--- config.mk ---
export PLATFORM = sky130hd
export DESIGN_NAME = pf_ddr3_lanectrl_dly_seq_flat
export DESIGN_NICKNAME = d
export VERILOG_FILES = /design/src/rtl/pf_ddr3_lanectrl_dly_seq_if.sv /design/src/rtl/pf_ddr3_lanectrl_dly_seq.sv /design/src/flat_wrapper.sv
export SDC_FILE = /design/constraint.sdc
export NUM_CORES = 1
export LEC_CHECK = 0
export CAP_MARGIN = 20
export CORE_AREA = 5 5 121 95
export CTS_CLUSTER_SIZE = 20
export DETAILED_ROUTE_END_ITERATION = 7
export DIE_AREA = 0 0 126 100
export PLACE_DENSITY_LB_ADDON = 0.08
export RECOVER_POWER = 25
export SYNTH_ARGS = -nofsm -noshare
export SYNTH_HDL_FRONTEND = slang
export SYNTH_SLANG_ARGS = --single-unit
--- constraint.sdc ---
create_clock -name FAB_CLK -period 6.6 [get_ports FAB_CLK]
set_input_delay 1.32 -clock FAB_CLK [delete_from_list [all_inputs] [get_ports FAB_CLK]]
set_output_delay 1.32 -clock FAB_CLK [all_outputs]
set_load 0.05 [all_outputs]
--- src/rtl/pf_ddr3_lanectrl_dly_seq_if.sv ---
// Command handshake between the training logic (master) and the delay-line sequencer (slave).
interface pf_ddr3_lanectrl_dly_seq_if;
    logic       CMD_VALID;
    logic       CMD_READY;
    logic       CMD_LOAD;
    logic       CMD_SEL;
    logic       CMD_DIR;
    logic [7:0] CMD_TAPS;

    modport master (
        output CMD_VALID, CMD_LOAD, CMD_SEL, CMD_DIR, CMD_TAPS,
        input  CMD_READY
    );

    modport slave (
        input  CMD_VALID, CMD_LOAD, CMD_SEL, CMD_DIR, CMD_TAPS,
        output CMD_READY
    );
endinterface

--- src/rtl/pf_ddr3_lanectrl_dly_seq.sv ---
// Sequences tap-load/tap-move commands into one-cycle lane controller pulses inside an
// HS_IO_CLK_PAUSE window, tracking RX/TX tap positions and aborting on out-of-range.
module pf_ddr3_lanectrl_dly_seq #(
    parameter int PAUSE_PRE_CYCLES  = 2,
    parameter int PAUSE_POST_CYCLES = 2,
    parameter int MOVE_GAP          = 3,
    parameter int TAP_MAX           = 255,
    parameter int RESET_TAP         = 1
) (
    input  logic                          FAB_CLK,
    input  logic                          RESET,
    pf_ddr3_lanectrl_dly_seq_if.slave     cmd,
    output logic                          DELAY_LINE_SEL,
    output logic                          DELAY_LINE_LOAD,
    output logic                          DELAY_LINE_DIRECTION,
    output logic                          DELAY_LINE_MOVE,
    output logic                          HS_IO_CLK_PAUSE,
    input  logic                          RX_DELAY_LINE_OUT_OF_RANGE,
    input  logic                          TX_DELAY_LINE_OUT_OF_RANGE,
    output logic                          DONE,
    output logic                          OOR_ERR,
    output logic [7:0]                    TAPS_MOVED,
    output logic [7:0]                    TAP_POS_RX,
    output logic [7:0]                    TAP_POS_TX
);
    localparam logic [3:0] PRE_LOAD  = 4'(PAUSE_PRE_CYCLES - 1);
    localparam logic [3:0] POST_LOAD = 4'(PAUSE_POST_CYCLES - 1);
    localparam logic [3:0] GAP_LOAD  = 4'(MOVE_GAP - 1);
    localparam logic [7:0] TAP_TOP   = 8'(TAP_MAX);
    localparam logic [7:0] TAP_RST   = 8'(RESET_TAP);

    typedef enum logic [2:0] {
        ST_IDLE, ST_PRE, ST_SETUP, ST_PULSE, ST_GAP, ST_POST, ST_DONE
    } state_t;

    state_t     state_reg, state_next;
    logic [3:0] cnt_reg, cnt_next;
    logic [7:0] taps_left_reg, taps_left_next;
    logic       load_reg, load_next;
    logic       sel_reg, sel_next;
    logic       dir_reg, dir_next;
    logic       oor_reg, oor_next;
    logic [7:0] taps_moved_reg, taps_moved_next;
    logic       pause_reg, line_sel_reg, line_dir_reg, move_reg, line_load_reg;
    logic       done_reg, ready_reg;
    logic       pause_next, line_active, pulse_en;
    logic [7:0] tap_pos_reg  [2];
    logic [7:0] tap_pos_next [2];
    logic [1:0] oor_in;

    assign oor_in = {TX_DELAY_LINE_OUT_OF_RANGE, RX_DELAY_LINE_OUT_OF_RANGE};

    function automatic logic [7:0] step_tap(input logic [7:0] pos, input logic ld, input logic up);
        if (ld)
            return TAP_RST;
        else if (up)
            return (pos == TAP_TOP) ? pos : pos + 8'd1;
        else
            return (pos == 8'd0) ? pos : pos - 8'd1;
    endfunction

    always_comb begin
        state_next      = state_reg;
        cnt_next        = cnt_reg;
        taps_left_next  = taps_left_reg;
        load_next       = load_reg;
        sel_next        = sel_reg;
        dir_next        = dir_reg;
        oor_next        = oor_reg;
        taps_moved_next = taps_moved_reg;
        case (state_reg)
            ST_IDLE: begin
                if (cmd.CMD_VALID && ready_reg) begin
                    load_next       = cmd.CMD_LOAD;
                    sel_next        = cmd.CMD_SEL;
                    dir_next        = cmd.CMD_DIR;
                    taps_left_next  = cmd.CMD_TAPS;
                    oor_next        = 1'b0;
                    taps_moved_next = 8'd0;
                    // A zero-tap move has nothing to do, so skip the pause window entirely.
                    if (!cmd.CMD_LOAD && cmd.CMD_TAPS == 8'd0) begin
                        state_next = ST_DONE;
                    end else begin
                        state_next = ST_PRE;
                        cnt_next   = PRE_LOAD;
                    end
                end
            end
            ST_PRE: begin
                if (cnt_reg == 4'd0) state_next = ST_SETUP;
                else                 cnt_next   = cnt_reg - 4'd1;
            end
            ST_SETUP: state_next = ST_PULSE;
            ST_PULSE: begin
                state_next = ST_GAP;
                cnt_next   = GAP_LOAD;
            end
            ST_GAP: begin
                if (cnt_reg != 4'd0) begin
                    cnt_next = cnt_reg - 4'd1;
                end else if (oor_in[sel_reg]) begin
                    oor_next   = 1'b1;
                    state_next = ST_POST;
                    cnt_next   = POST_LOAD;
                end else if (!load_reg && taps_left_reg != 8'd0) begin
                    state_next = ST_PULSE;
                end else begin
                    state_next = ST_POST;
                    cnt_next   = POST_LOAD;
                end
            end
            ST_POST: begin
                if (cnt_reg == 4'd0) state_next = ST_DONE;
                else                 cnt_next   = cnt_reg - 4'd1;
            end
            ST_DONE: state_next = ST_IDLE;
            default: state_next = ST_IDLE;
        endcase

        // Outputs are registered from the next state so they line up with state_reg.
        pulse_en    = (state_next == ST_PULSE);
        pause_next  = state_next inside {ST_PRE, ST_SETUP, ST_PULSE, ST_GAP, ST_POST};
        line_active = state_next inside {ST_SETUP, ST_PULSE, ST_GAP, ST_POST};
        if (pulse_en && !load_next) begin
            taps_left_next  = taps_left_reg - 8'd1;
            taps_moved_next = taps_moved_reg + 8'd1;
        end
    end

    for (genvar gi = 0; gi < 2; gi++) begin : g_line
        assign tap_pos_next[gi] = (pulse_en && sel_next == 1'(gi))
                                ? step_tap(tap_pos_reg[gi], load_next, dir_next)
                                : tap_pos_reg[gi];
    end

    always_ff @(posedge FAB_CLK) begin
        if (RESET) begin
            state_reg      <= ST_IDLE;
            cnt_reg        <= 4'd0;
            taps_left_reg  <= 8'd0;
            load_reg       <= 1'b0;
            sel_reg        <= 1'b0;
            dir_reg        <= 1'b0;
            oor_reg        <= 1'b0;
            taps_moved_reg <= 8'd0;
            pause_reg      <= 1'b0;
            line_sel_reg   <= 1'b0;
            line_dir_reg   <= 1'b0;
            move_reg       <= 1'b0;
            line_load_reg  <= 1'b0;
            done_reg       <= 1'b0;
            ready_reg      <= 1'b0;
            tap_pos_reg[0] <= TAP_RST;
            tap_pos_reg[1] <= TAP_RST;
        end else begin
            state_reg      <= state_next;
            cnt_reg        <= cnt_next;
            taps_left_reg  <= taps_left_next;
            load_reg       <= load_next;
            sel_reg        <= sel_next;
            dir_reg        <= dir_next;
            oor_reg        <= oor_next;
            taps_moved_reg <= taps_moved_next;
            pause_reg      <= pause_next;
            line_sel_reg   <= line_active & sel_next;
            line_dir_reg   <= line_active & dir_next;
            move_reg       <= pulse_en & ~load_next;
            line_load_reg  <= pulse_en & load_next;
            done_reg       <= (state_next == ST_DONE);
            ready_reg      <= (state_next == ST_IDLE);
            tap_pos_reg[0] <= tap_pos_next[0];
            tap_pos_reg[1] <= tap_pos_next[1];
        end
    end

    assign cmd.CMD_READY            = ready_reg;
    assign DELAY_LINE_SEL           = line_sel_reg;
    assign DELAY_LINE_DIRECTION     = line_dir_reg;
    assign DELAY_LINE_MOVE          = move_reg;
    assign DELAY_LINE_LOAD          = line_load_reg;
    assign HS_IO_CLK_PAUSE          = pause_reg;
    assign DONE                     = done_reg;
    assign OOR_ERR                  = oor_reg;
    assign TAPS_MOVED               = taps_moved_reg;
    assign TAP_POS_RX               = tap_pos_reg[0];
    assign TAP_POS_TX               = tap_pos_reg[1];
endmodule

--- src/flat_wrapper.sv ---
// flat-port wrapper written by rule: the top's interface ports become plain ports
module pf_ddr3_lanectrl_dly_seq_flat 
#(
    parameter int PAUSE_PRE_CYCLES  = 2,
    parameter int PAUSE_POST_CYCLES = 2,
    parameter int MOVE_GAP          = 3,
    parameter int TAP_MAX           = 255,
    parameter int RESET_TAP         = 1
)
  (FAB_CLK, RESET, DELAY_LINE_SEL, DELAY_LINE_LOAD, DELAY_LINE_DIRECTION, DELAY_LINE_MOVE, HS_IO_CLK_PAUSE, RX_DELAY_LINE_OUT_OF_RANGE, TX_DELAY_LINE_OUT_OF_RANGE, DONE, OOR_ERR, TAPS_MOVED, TAP_POS_RX, TAP_POS_TX, cmd_CMD_VALID, cmd_CMD_LOAD, cmd_CMD_SEL, cmd_CMD_DIR, cmd_CMD_TAPS, cmd_CMD_READY);
  pf_ddr3_lanectrl_dly_seq_if cmd_i ();
  input  logic FAB_CLK;
  input  logic RESET;
  output logic DELAY_LINE_SEL;
  output logic DELAY_LINE_LOAD;
  output logic DELAY_LINE_DIRECTION;
  output logic DELAY_LINE_MOVE;
  output logic HS_IO_CLK_PAUSE;
  input  logic RX_DELAY_LINE_OUT_OF_RANGE;
  input  logic TX_DELAY_LINE_OUT_OF_RANGE;
  output logic DONE;
  output logic OOR_ERR;
  output logic [7:0] TAPS_MOVED;
  output logic [7:0] TAP_POS_RX;
  output logic [7:0] TAP_POS_TX;
  input wire logic [$bits(cmd_i.CMD_VALID)-1:0] cmd_CMD_VALID;
  input wire logic [$bits(cmd_i.CMD_LOAD)-1:0] cmd_CMD_LOAD;
  input wire logic [$bits(cmd_i.CMD_SEL)-1:0] cmd_CMD_SEL;
  input wire logic [$bits(cmd_i.CMD_DIR)-1:0] cmd_CMD_DIR;
  input wire logic [$bits(cmd_i.CMD_TAPS)-1:0] cmd_CMD_TAPS;
  output wire logic [$bits(cmd_i.CMD_READY)-1:0] cmd_CMD_READY;
  assign cmd_i.CMD_VALID = cmd_CMD_VALID;
  assign cmd_i.CMD_LOAD = cmd_CMD_LOAD;
  assign cmd_i.CMD_SEL = cmd_CMD_SEL;
  assign cmd_i.CMD_DIR = cmd_CMD_DIR;
  assign cmd_i.CMD_TAPS = cmd_CMD_TAPS;
  assign cmd_CMD_READY = cmd_i.CMD_READY;
  pf_ddr3_lanectrl_dly_seq #(.PAUSE_PRE_CYCLES(PAUSE_PRE_CYCLES), .PAUSE_POST_CYCLES(PAUSE_POST_CYCLES), .MOVE_GAP(MOVE_GAP), .TAP_MAX(TAP_MAX), .RESET_TAP(RESET_TAP)) u_core (.FAB_CLK(FAB_CLK), .RESET(RESET), .cmd(cmd_i), .DELAY_LINE_SEL(DELAY_LINE_SEL), .DELAY_LINE_LOAD(DELAY_LINE_LOAD), .DELAY_LINE_DIRECTION(DELAY_LINE_DIRECTION), .DELAY_LINE_MOVE(DELAY_LINE_MOVE), .HS_IO_CLK_PAUSE(HS_IO_CLK_PAUSE), .RX_DELAY_LINE_OUT_OF_RANGE(RX_DELAY_LINE_OUT_OF_RANGE), .TX_DELAY_LINE_OUT_OF_RANGE(TX_DELAY_LINE_OUT_OF_RANGE), .DONE(DONE), .OOR_ERR(OOR_ERR), .TAPS_MOVED(TAPS_MOVED), .TAP_POS_RX(TAP_POS_RX), .TAP_POS_TX(TAP_POS_TX));
endmodule
After elaboration in Yosys (flattened, before gate mapping)
Memories as Yosys holds them, arrays and structs flattened. Cells that the tools add are included.

Add/sub/neg operators: 7. Magnitude comparators: 1. Eq/ne operators: 19. Mux-type cells: 48. Bitwise operators: 8. Reduce and logical (&&, ||, !) cells: 27.

Operators by type and width (count): 8-bit 2-to-1 mux (18); 8-bit by 1-bit adder with 8-bit output, second input constant (3); 8-bit logical NOT (3); 4-bit 2-to-1 mux (6); 8-bit by 1-bit subtractor with 8-bit output, second input constant (3); 3-bit 2-to-1 mux (7); 3-bit case mux with 6 select lines (1); 8-bit == test, second input constant (2); 4-bit case mux with 4 select lines (1); 3-bit == test, second input constant (5); 1-bit 2-to-1 mux (14); 3-bit by 2-bit == test with 1-bit output, second input constant (4); 4-bit nonzero test (3); 8-bit nonzero test (1); 3-bit by 1-bit == test with 1-bit output, second input constant (2); 1-bit logical AND (6); 3-bit logical NOT (2); 2-bit inequality test, second input constant (3); 2-bit nonzero test (3); 5-bit AND reduction (1); 5-bit nonzero test (1); 1-bit bitwise AND (4); 4-bit logical NOT (1); 2-bit by 1-bit inequality test with 1-bit output, second input constant (2); 10 further kinds (14).

Register bits after elaboration: 34. RAM bits: 16. Output and inout bits: 32. Logic and storage cells: 126. Memories: 1.

Memories: u_core.tap_pos_reg (depth 2, bits a word 8, rd ports 2, clocked after memory_dff 0, wr ports 2, RTL line pf_ddr3_lanectrl_dly_seq.sv:47) `logic [7:0] tap_pos_reg [2];`.

Logic depth before layout (Yosys ltp)
Gate-level depths: netlist of run 1.

Word-level depth: 10. Gate-level depth with buffers: 13. Gate-level depth less buffers: 12.

Worst setup path after synthesis of run 1
OpenSTA, ideal clock, no wires.

Path kind: input to register. Start point: input cmd_CMD_VALID. End point: memory u_core.tap_pos_reg[1][7], in the netlist u_core.tap_pos_reg[0][15]. Arrival: 3.667 ns. Data required time: 6.530 ns. Setup slack: 2.862 ns. Cell stages on the path: 11. Path buffers: 1. Cells stage by stage: nand4bb_4 -> o21ai_1 -> and2_1 -> buf_2 -> ha_1 -> a21oi_1 -> o211ai_1 -> o41ai_1 -> xnor2_1 -> or4b_1 -> a21oi_1.

RTL lines: start, declared (RTL line flat_wrapper.sv:26) `input wire logic [$bits(cmd_i.CMD_VALID)-1:0] cmd_CMD_VALID;`; end, declared (RTL line pf_ddr3_lanectrl_dly_seq.sv:47).

==> results of run 1 <==
==> cells in the final DEF (no fill, tap or decap), types with 7 or more instances in the layout <==
master,netlist,layout
sky130_fd_sc_hd__mux2i_1,8,8
sky130_fd_sc_hd__nand3_1,12,12
sky130_fd_sc_hd__nor2b_1,7,7
sky130_fd_sc_hd__o21ai_0,16,16
sky130_fd_sc_hd__nor3_1,15,15
sky130_fd_sc_hd__ha_1,15,15
sky130_fd_sc_hd__dlygate4sd3_1,0,19
sky130_fd_sc_hd__nor2_1,51,51
sky130_fd_sc_hd__a21oi_1,30,30
sky130_fd_sc_hd__dfxtp_1,50,50
sky130_fd_sc_hd__nor4_1,8,8
sky130_fd_sc_hd__clkdlybuf4s50_1,0,27
sky130_fd_sc_hd__inv_1,15,15
sky130_fd_sc_hd__nand2_1,25,25
sky130_fd_sc_hd__nand4_1,7,7
==> tightest hold or removal path: stages, from the launching register on <==
cell and delay, ps:
sky130_fd_sc_hd__dfxtp_1 330, sky130_fd_sc_hd__a32oi_1 60, sky130_fd_sc_hd__nor2_1 80
==> metrics by stage <==
stage | hold slack (ps) | setup slack [ps] | cell area, sq um
floorplan | 468 | 2860 | 2970
global placement | 491 | 1860 | 3540
detailed placement | 490 | 1720 | 3540
CTS | 500 | 2040 | 3740
global route | 528 | 1710 | 3740
finish | 495 | 1920 | 3740
==> cells by family after synthesis <==
family,Yosys count,synth area share
AOI/OAI and AO/OA,85,0.185
xor gates and xnor gates,10,0.0295
buffers and inverters,31,0.0451
DFF,50,0.337
and+or+nand+nor,159,0.279
adders and majority gates,17,0.0767
muxes,13,0.0472
==> per-layer routing <==
layer	up-vias	track usage	wire [microns]
met2	34	0.191	3380
li1	1409	-	-
met5	-	0	0
met3	7	0.0346	338
met1	1249	0.186	4300
met4	0	0.0346	91
==> worst min path at each step <==
stage / from / endpoint / slack [ps]
6_report: u_core.OOR_ERR / u_core.OOR_ERR / 500
5_1_grt: u_core.taps_left_reg[2] / u_core.taps_left_reg[2] / 530
4_1_cts: u_core.taps_left_reg[2] / u_core.taps_left_reg[2] / 500
3_5_place_dp: u_core.taps_left_reg[2] / u_core.taps_left_reg[2] / 490
3_3_place_gp: u_core.taps_left_reg[2] / u_core.taps_left_reg[2] / 490
2_1_floorplan: u_core.taps_left_reg[2] / u_core.taps_left_reg[2] / 470
==> power breakdown <==
group	total [mW]	switching, mW	internal, mW
registers	0.432	0.0721	0.360
clock network	0.350	0.122	0.228
logic	0.866	0.518	0.348
total	1.65	0.712	0.935
==> cell type report <==
class                   count  area (sq um)
clock buffers               6           139
clock inverters             2          60.1
fillers                  1065          6350
inverters                  15          56.3
multi-input cells         284          1840
flip-flops and latches     50          1000
well taps                 136           170
repair buffers             49           480
==> out/qor.txt, run 1 <==
====================================================================================
Run status ............................................................ finished clean
Worst endpoint required time ..........................................      6820 ps
Achievable clock frequency ............................................      214 MHz
Start-to-end type of the worst setup path ............................. input port to flop
GRT overflow ..........................................................            0
Post-layout utilization of the core ...................................        0.371
Overall power after layout ............................................      1.65 mW
Post-CTS Setup Inserts ................................................            0
ANT cells .............................................................            0
Pin count of the biggest net entering global routing ..................           52
Final worst path period need ..........................................      4680 ps
Count of buffering cells on the critical path with inverters included .            1
Avg Cell Area, Syn ....................................................   8.14 sq um
Number of max-slew violations in the final report .....................            0
Number of max-cap violations ..........................................            0
Area added between synthesis and finish ...............................        26.0%
Timing startpoint of the critical path ................................ cmd_CMD_VALID
Via count of the first global-routing pass ............................         2496
Most frequently used cell type in the post-synthesis netlist .......... sky130_fd_sc_hd__nor2_1
Power density over the cells ..........................................  440 nW/um^2
Largest stage delay on the critical path ..............................       670 ps
Number of antenna violations at the first check in global routing .....            0
Initial Util ..........................................................        0.294
Most area-consuming cells after synthesis ............................. sky130_fd_sc_hd__dfxtp_1, sky130_fd_sc_hd__nor2_1, sky130_fd_sc_hd__ha_1
Insertion delay to the later sink of the worst-skew pair ..............       300 ps
Aggregate routed wire length ..........................................      8.11 mm
Boundary pin count ....................................................           48
Routed length per instance ............................................ 15.0 microns
Setup violation total in the final timing report ......................            0
Cell Rows .............................................................           32
Worst min-delay path class ............................................ flop to flop
Most frequently used flop master after synthesis ...................... sky130_fd_sc_hd__dfxtp_1
Kind of start point of the critical path ..............................   input port
Via/cell ratio ........................................................         4.98
Sequential area share after synthesis .................................        0.337
Flops & latches, synth ................................................           50
Worst slew pin tran ...................................................       955 ps
First-pass GRT wire length ............................................      13.2 mm
Die Area ..............................................................  12600 sq um
Drt initial violations ................................................          181
Worst relative slew slack .............................................        0.363
Clock tree from TritonCTS .............................................        built
Post-synth top area share .............................................        0.337
Leakage power figure ..................................................      1.38 nW
Clk_skew ..............................................................      7.15 ps
CTS buffer count ......................................................            5
DRC errors left .......................................................            0
Async SR Flop Fraction ................................................            0
Reg-to-reg slack, setup ...............................................      2980 ps
CP Max Fanout .........................................................           18
First drt pass iteration count ........................................            4
Clock transition at the registers of the reported paths ...............        70 ps
Period Utilization, post-route ........................................        0.709
Count of yosys warnings during synthesis ..............................            0
Endpoint class of the critical path ...................................         flop
Number of flops mapped to enable cells by yosys .......................            0
Finished Layout Cells .................................................          542
CTS H-tree lvls .......................................................            2
Largest register FFs ..................................................           16
Height of the die .....................................................  100 microns
CTS Root Buffer Type .................................................. sky130_fd_sc_hd__clkbuf_16
Kind of cell adding the most delay to the critical path ............... simple AND/OR/NAND/NOR gates
Post-synth top cells .................................................. sky130_fd_sc_hd__nor2_1, sky130_fd_sc_hd__dfxtp_1, sky130_fd_sc_hd__a21oi_1, sky130_fd_sc_hd__nand2_1, sky130_fd_sc_hd__o21ai_0
Synth area leader ..................................................... sky130_fd_sc_hd__dfxtp_1
Global routing usage summed across all routing layers .................        0.129
Worst Setup EP ........................................................ u_core.tap_pos_reg[0][15]
Endpoint of the worst-slack reg-to-reg timing path .................... u_core.tap_pos_reg[0][15]
Fraction of final layout cells with drive strength greater than 1 .....       0.0640
Worst hold path stage count ...........................................            2
Number of nets produced by synthesis ..................................          398
Final #Nets ...........................................................          438
GPL Wtd Cong ..........................................................        0.788
Post-cts repair resize count ..........................................            0
Horizontal die dimension ..............................................  126 microns
Detailed placer's ending HPWL .........................................      5.78 mm
Data arrival time of the critical path ................................      4900 ps
Max Root-Sink Buffers .................................................            2
Total standard cell area after synthesis ..............................   2970 sq um
Number of instances in the synthesized netlist ........................          365
Cell count after placement ............................................          534
Worst Reg-to-Reg Cells ................................................           10
Number of hold buffers added after cts ................................            0
Num Clock Sinks .......................................................           50
Logic depth of the worst setup path including buffers .................           11
Slowest cell on the critical path ..................................... sky130_fd_sc_hd__and2_1
Area of the placeable core ............................................  10100 sq um
Cell with the most instances on the worst path ........................ sky130_fd_sc_hd__a21oi_1
Buffers added on ports ................................................           47
Startpoint of the lowest-slack register-to-register path .............. u_core.state_reg[2]
Final TNS setup .......................................................         0 ps
Unrepaired setup endpoints after global routing .......................        false
Final number of hold-violating endpoints ..............................            0
Worst supply voltage drop on vdd ......................................       122 uV
ANT nets after route ..................................................            0
Library cells used by synthesis .......................................           58
Routed via count ......................................................         2699
Ordered cell list for the critical path ............................... dlygate4sd3_1 -> nand4bb_4 -> o21ai_1 -> and2_1 -> ha_1 -> a21oi_1 -> o211ai_1 -> o41ai_1 -> xnor2_1 -> or4b_1 -> a21oi_1
====================================================================================
Note: power is estimated with default switching activity, not from simulation.
==> run 2, diff against run 1 <==
==> constraint.sdc (replaced) <==
create_clock -name FAB_CLK -period 4.8 [get_ports FAB_CLK]
set_input_delay 0.96 -clock FAB_CLK [delete_from_list [all_inputs] [get_ports FAB_CLK]]
set_output_delay 0.96 -clock FAB_CLK [all_outputs]
set_load 0.05 [all_outputs]
==> run 2 against run 1 <==
  * Via count up 3.9%
  * Global-route usage down 0.20 points
  * Total power up 33%
  * Clock-buffer cell count up 1
  * Final cell count up 0.55%
  * Register-to-register slack worse by 1700 ps
==> out/qor.txt, run 2 (synthesis results as in run 1) <==
=====================================================================================
Detailed placer's ending HPWL ..........................................      5.87 mm   +1.6%
ANT nets after route ...................................................            0   unchanged
Insertion delay to the later sink of the worst-skew pair ...............       290 ps   about the same
Setup violation total in the final timing report .......................            0   unchanged
Pin count of the biggest net entering global routing ...................           52   unchanged
Via/cell ratio .........................................................         5.14   +3.3%
Worst slew pin tran ....................................................       957 ps   +2.16 ps
Final number of hold-violating endpoints ...............................            0   unchanged
Routed length per instance ............................................. 14.9 microns   about the same
CP Max Fanout ..........................................................           10   -8
First-pass GRT wire length .............................................      13.3 mm   +0.42%
Data arrival time of the critical path .................................      4400 ps   -500 ps
ANT cells ..............................................................            0   unchanged
Worst hold path stage count ............................................            2   unchanged
Final TNS setup ........................................................         0 ps   unchanged
First drt pass iteration count .........................................            4   unchanged
Post-CTS Setup Inserts .................................................            0   unchanged
Aggregate routed wire length ...........................................      8.15 mm   +0.46%
Number of hold buffers added after cts .................................            0   unchanged
Endpoint class of the critical path ....................................         flop
Post-layout utilization of the core ....................................        0.368   -0.00298
Height of the die ......................................................  100 microns   unchanged
Period Utilization, post-route .........................................        0.872
Max Root-Sink Buffers ..................................................            2   unchanged
Initial Util ...........................................................        0.294   unchanged
Start-to-end type of the worst setup path .............................. input port to flop
Leakage power figure ...................................................      1.37 nW   -0.49%
Routed via count .......................................................         2803   +3.9%
Worst supply voltage drop on vdd .......................................       150 uV   +24%
Reg-to-reg slack, setup ................................................      1240 ps   -1740 ps
CTS Root Buffer Type ................................................... sky130_fd_sc_hd__clkbuf_16
Hold Path End .......................................................... u_core.OOR_ERR
Clock transition at the registers of the reported paths ................        70 ps   about the same
Via count of the first global-routing pass .............................         2601   +4.2%
Worst min-delay path class ............................................. flop to flop
Buffers added on ports .................................................           47   unchanged
Endpoint of the worst-slack reg-to-reg timing path ..................... u_core.tap_pos_reg[0][14]
Num Clock Sinks ........................................................           50   unchanged
Number of max-slew violations in the final report ......................            0   unchanged
Highest-count cells in the layout ignoring fill and taps ............... sky130_fd_sc_hd__nor2_1, sky130_fd_sc_hd__dfxtp_1, sky130_fd_sc_hd__a21oi_1
Largest register FFs ...................................................           16   unchanged
Worst relative slew slack ..............................................        0.362   -0.00144
Most frequent standard cell in the layout excluding fill and tap cells . sky130_fd_sc_hd__nor2_1
GRT overflow ...........................................................            0   unchanged
Unrepaired setup endpoints after global routing ........................        false
Overall power after layout .............................................      2.19 mW   +33%
Area of the placeable core .............................................  10100 sq um   unchanged
Startpoint of the worst hold path ...................................... u_core.OOR_ERR
Fraction of final layout cells with drive strength greater than 1 ......       0.0636   -0.000470
Clock tree from TritonCTS ..............................................        built
Kind of start point of the critical path ...............................   input port
Die Area ...............................................................  12600 sq um   unchanged
Post-cts repair resize count ...........................................            0   unchanged
Number of max-cap violations ...........................................            0   unchanged
Cell Rows ..............................................................           32   unchanged
Area added between synthesis and finish ................................        25.0%
Global routing usage summed across all routing layers ..................        0.127   -0.00196
Startpoint of the lowest-slack register-to-register path ............... u_core.state_reg[2]
Horizontal die dimension ...............................................  126 microns   unchanged
CTS H-tree lvls ........................................................            2   unchanged
GPL Wtd Cong ...........................................................        0.790   +0.16%
Power density over the cells ...........................................  591 nW/um^2   +34%
Drt initial violations .................................................          110   -39%
Run status ............................................................. finished clean
Worst Reg-to-Reg Cells .................................................           13   +3
Number of fill cells in the layout .....................................         1071   +0.56%
Final #Nets ............................................................          441   +0.68%
Achievable clock frequency .............................................      239 MHz
Boundary pin count .....................................................           48   unchanged
CTS buffer count .......................................................            5   unchanged
Clk_skew ...............................................................      6.55 ps   -0.599 ps
Worst endpoint required time ...........................................      5010 ps   -1810 ps
DRC errors left ........................................................            0   unchanged
Number of antenna violations at the first check in global routing ......            0   unchanged
Final worst path period need ...........................................      4190 ps
=====================================================================================
[run 2: critical path, cell delays in order]
cell and delay (ps):
sky130_fd_sc_hd__clkdlybuf4s50_1 480, sky130_fd_sc_hd__nand4bb_1 280, sky130_fd_sc_hd__o21ai_1 380, sky130_fd_sc_hd__and2_1 420, sky130_fd_sc_hd__buf_4 260, sky130_fd_sc_hd__inv_1 100
sky130_fd_sc_hd__fa_1 390, sky130_fd_sc_hd__nor2b_1 190, sky130_fd_sc_hd__nor3_1 80, sky130_fd_sc_hd__o21bai_1 150, sky130_fd_sc_hd__a21oi_1 90, sky130_fd_sc_hd__xor2_1 140
sky130_fd_sc_hd__or3_1 310, sky130_fd_sc_hd__a21oi_1 150
[run 2: area by class of cell]
| cell class | count | area [sq um] | share of cell area |
|---|---|---|---|
| clock inverters | 1 | 30.0 | 0.00809 |
| clock buffers | 7 | 133 | 0.0357 |
| multi-input cells | 284 | 1820 | 0.490 |
| repair buffers | 52 | 503 | 0.135 |
| inverters | 15 | 56.3 | 0.0152 |
| well taps | 136 | 170 | 0.0458 |
| flip-flops and latches | 50 | 1000 | 0.270 |
[run 2: worst max path at each step]
| stage | slack [ps] | from | to |
|---|---|---|---|
| 3_3_place_gp | 610 | cmd_CMD_VALID | u_core.tap_pos_reg[0][14] |
| 3_5_place_dp | 510 | cmd_CMD_VALID | u_core.tap_pos_reg[0][14] |
| 4_1_cts | 760 | cmd_CMD_VALID | u_core.tap_pos_reg[0][14] |
| 5_1_grt | 360 | cmd_CMD_VALID | u_core.tap_pos_reg[0][14] |
| 6_report | 610 | cmd_CMD_VALID | u_core.tap_pos_reg[0][14] |
| 2_1_floorplan | 1420 | cmd_CMD_VALID | u_core.tap_pos_reg[0][15] |
[run 2: stage by stage]
stage	hold WS, ps	instances	setup slack [ps]	cell area (sq um)
after global placement	489	537	611	3570
after detailed placement	503	537	505	3570
final	505	545	612	3710
after global routing	549	545	362	3710
after CTS	512	545	763	3730
after floorplan	468	365	1420	2970
[run 2: power by group]
part	internal, mW	switching [mW]
registers	0.495	0.0955
logic	0.482	0.718
clock network	0.247	0.157
[run 2: metal layers]
layer  part of all wire  global-route usage  vias to the layer above  wire (microns)
li1                   -                   -                     1415               -
met1               0.51               0.183                     1323            4200
met3              0.046              0.0314                        8             375
met2               0.43               0.193                       57            3500
met5                  0                   0                        -               0
met4             0.0091              0.0297                        0              74
==> run 3, diff against run 2 <==
--- a/config.mk
+++ b/config.mk
@@ -6,6 +6,8 @@
 export NUM_CORES = 1
 export LEC_CHECK = 0
 export CAP_MARGIN = 20
+export CELL_PAD_IN_SITES_DETAIL_PLACEMENT = 1
+export CELL_PAD_IN_SITES_GLOBAL_PLACEMENT = 1
 export CORE_AREA = 5 5 121 95
 export CTS_CLUSTER_SIZE = 20
 export DETAILED_ROUTE_END_ITERATION = 7
==> run 3 against run 2 <==
  * Via count increased by 0.29%
  * Critical path depth decreased by 3
  * Sequential cell count unchanged
  * Setup slack got worse by 22 ps
  * Clock power decreased by 8.4%
  * Sequential power about the same
  * Non-clock buffer count increased by 1
  * Clock skew increased by 0.53 ps
  * Die area unchanged
==> out/qor.txt, run 3 (synthesis results as in run 1) <==
=====================================================================================
Run status ............................................................. finished clean
Leakage power figure ...................................................      1.37 nW   -0.40%
CTS H-tree lvls ........................................................            2   unchanged
Clock transition at the registers of the reported paths ................        70 ps   about the same
Die Area ...............................................................  12600 sq um   unchanged
Period Utilization, post-route .........................................        0.877   +0.00451
Buffers added on ports .................................................           47   unchanged
CTS Root Buffer Type ................................................... sky130_fd_sc_hd__clkbuf_16
Via count of the first global-routing pass .............................         2760   +6.1%
Final TNS setup ........................................................         0 ps   unchanged
Data arrival time of the critical path .................................      4420 ps   +20 ps
Most frequent standard cell in the layout excluding fill and tap cells . sky130_fd_sc_hd__nor2_1
Num Clock Sinks ........................................................           50   unchanged
Area of the multi-input gates ..........................................   1820 sq um   -0.14%
Power density over the cells ...........................................  586 nW/um^2   -0.76%
Fraction of final layout cells with drive strength greater than 1 ......       0.0659   +0.00228
Drt initial violations .................................................          151   +37%
Area of the placeable core .............................................  10100 sq um   unchanged
Number of max-slew violations in the final report ......................            0   unchanged
Number of fill cells in the layout .....................................         1227   +15%
Cell with the most instances on the worst path ......................... sky130_fd_sc_hd__a21oi_1
Number of antenna violations at the first check in global routing ......            0   unchanged
Worst endpoint required time ...........................................      5010 ps   about the same
Overall power after layout .............................................      2.17 mW   -1.0%
Cell Rows ..............................................................           32   unchanged
Clk_skew ...............................................................      7.08 ps   +0.533 ps
Final number of hold-violating endpoints ...............................            0   unchanged
Share of power burned in registers .....................................        0.272   +0.003
GRT overflow ...........................................................            0   unchanged
Global routing usage summed across all routing layers ..................        0.137   +0.00964
Clock share of power ...................................................        0.170   -0.014
Worst supply voltage drop on vdd .......................................       165 uV   +9.8%
Height of the die ......................................................  100 microns   unchanged
DRC errors left ........................................................            0   unchanged
ANT nets after route ...................................................            0   unchanged
Via/cell ratio .........................................................         5.15   +0.10%
Post-CTS Setup Inserts .................................................            0   unchanged
Post-cts repair resize count ...........................................            0   unchanged
First drt pass iteration count .........................................            4   unchanged
Number of hold buffers added after cts .................................            0   unchanged
Achievable clock frequency .............................................      238 MHz   -0.51%
Share of power burned in combinational logic ...........................        0.558   +0.011
Cell count after placement .............................................          538   +0.19%
Aggregate routed wire length ...........................................      8.57 mm   +5.2%
Largest stage delay on the critical path ...............................       560 ps   +80 ps
ANT cells ..............................................................            0   unchanged
Clock tree from TritonCTS ..............................................        built
Area added between synthesis and finish ................................        24.6%
Worst relative slew slack ..............................................        0.338   -0.0240
Slowest cell on the critical path ...................................... sky130_fd_sc_hd__dlygate4sd3_1
CP Max Fanout ..........................................................           12   +2
Initial Util ...........................................................        0.294   unchanged
Highest-count cells in the layout ignoring fill and taps ............... sky130_fd_sc_hd__nor2_1, sky130_fd_sc_hd__dfxtp_1, sky130_fd_sc_hd__a21oi_1
Switching Share ........................................................        0.453   +0.0111
Boundary pin count .....................................................           48   unchanged
Switching power summed over all nets ...................................     0.984 mW   +1.4%
Worst slew pin tran ....................................................       993 ps   +36.0 ps
Unrepaired setup endpoints after global routing ........................        false
Finished Layout Cells ..................................................          546   +0.18%
Endpoint class of the critical path ....................................         flop
Largest register FFs ...................................................           16   unchanged
Number of max-cap violations ...........................................            0   unchanged
CTS buffer count .......................................................            5   unchanged
Start-to-end type of the worst setup path .............................. input port to flop
Setup violation total in the final timing report .......................            0   unchanged
Kind of start point of the critical path ...............................   input port
Max Root-Sink Buffers ..................................................            2   unchanged
Routed via count .......................................................         2811   +0.29%
Routed length per instance ............................................. 15.7 microns   +5.0%
Horizontal die dimension ...............................................  126 microns   unchanged
Sequential cell area in the final layout ...............................   1000 sq um   unchanged
Insertion delay to the later sink of the worst-skew pair ...............       290 ps   about the same
Final #Nets ............................................................          442   +0.23%
Detailed placer's ending HPWL ..........................................      6.19 mm   +5.5%
Ordered cell list for the critical path ................................ dlygate4sd3_1 -> nand4bb_1 -> o21ai_1 -> and2_1 -> ha_1 -> a21oi_1 -> o211ai_1 -> o41ai_1 -> xnor2_1 -> or4b_1 -> a21oi_1
First-pass GRT wire length .............................................      14.3 mm   +7.8%
Final worst path period need ...........................................      4210 ps   +21.7 ps
Pin count of the biggest net entering global routing ...................           52   unchanged
GPL Wtd Cong ...........................................................        0.757   -4.1%
Worst min-delay path class ............................................. flop to flop
Internal Pwr Total .....................................................      1.19 mW   -3.0%
=====================================================================================
-- run 3: through the flow --
| step | util | cell area [sq um] | hold slack, ps | worst slack, ps |
|---|---|---|---|---|
| 6_report | 0.367 | 3700 | 495 | 591 |
| 5_1_grt | 0.367 | 3700 | 555 | 365 |
| 4_1_cts | 0.369 | 3720 | 509 | 787 |
| 3_3_place_gp | 0.354 | 3570 | 483 | 632 |
| 3_5_place_dp | 0.354 | 3570 | 490 | 506 |
| 2_1_floorplan | - | 2970 | 468 | 1420 |
-- run 3: routing by layer --
layer	routed length (microns)	vias to the layer above	global-route usage
li1	-	1411	-
met3	251	9	0.0282
met4	80	0	0.0297
met5	0	-	0
met2	3680	41	0.208
met1	4560	1350	0.201
-- run 3: power groups by stage --
stage	registers (mW)	logic [mW]	clock network (mW)
detailed placement	0.604	1.23	0
global route	0.609	1.36	0.406
CTS	0.594	1.24	0.387
floorplan	0.647	0.878	0
finish	0.590	1.21	0.370
global placement	0.601	1.22	0
-- run 3: area by class of cell --
type                       instances  share of cell area
clock buffer                       7              0.0385
clock inverter                     1             0.00135
inverter                          15              0.0152
multi-input combinational        284               0.491
sequential                        50               0.270
tap                              136              0.0460
timing repair buffer              53               0.138
-- run 3: critical path, delay by kind of cell --
| kind | cells | cell delay [ps] |
|---|---|---|
| AND/OR/NAND/NOR | 3 | 1210 |
| buffers and inverters | 1 | 560 |
| XOR/XNOR | 1 | 180 |
| adder cells (fa/ha/maj) | 1 | 320 |
| AO/OA/AOI/OAI | 5 | 1180 |
-- run 3: path summary, 6_finish.rpt --
kind | start | end | slack [ps] | cells after the start
setup / recovery | cmd_CMD_VALID | u_core.tap_pos_reg[0][15] | 590 | 11
setup reg to reg | u_core.state_reg[2] | u_core.tap_pos_reg[0][15] | 1280 | 10
hold / removal | u_core.OOR_ERR | u_core.OOR_ERR | 500 | 2
hold reg to reg | u_core.OOR_ERR | u_core.OOR_ERR | 500 | 2
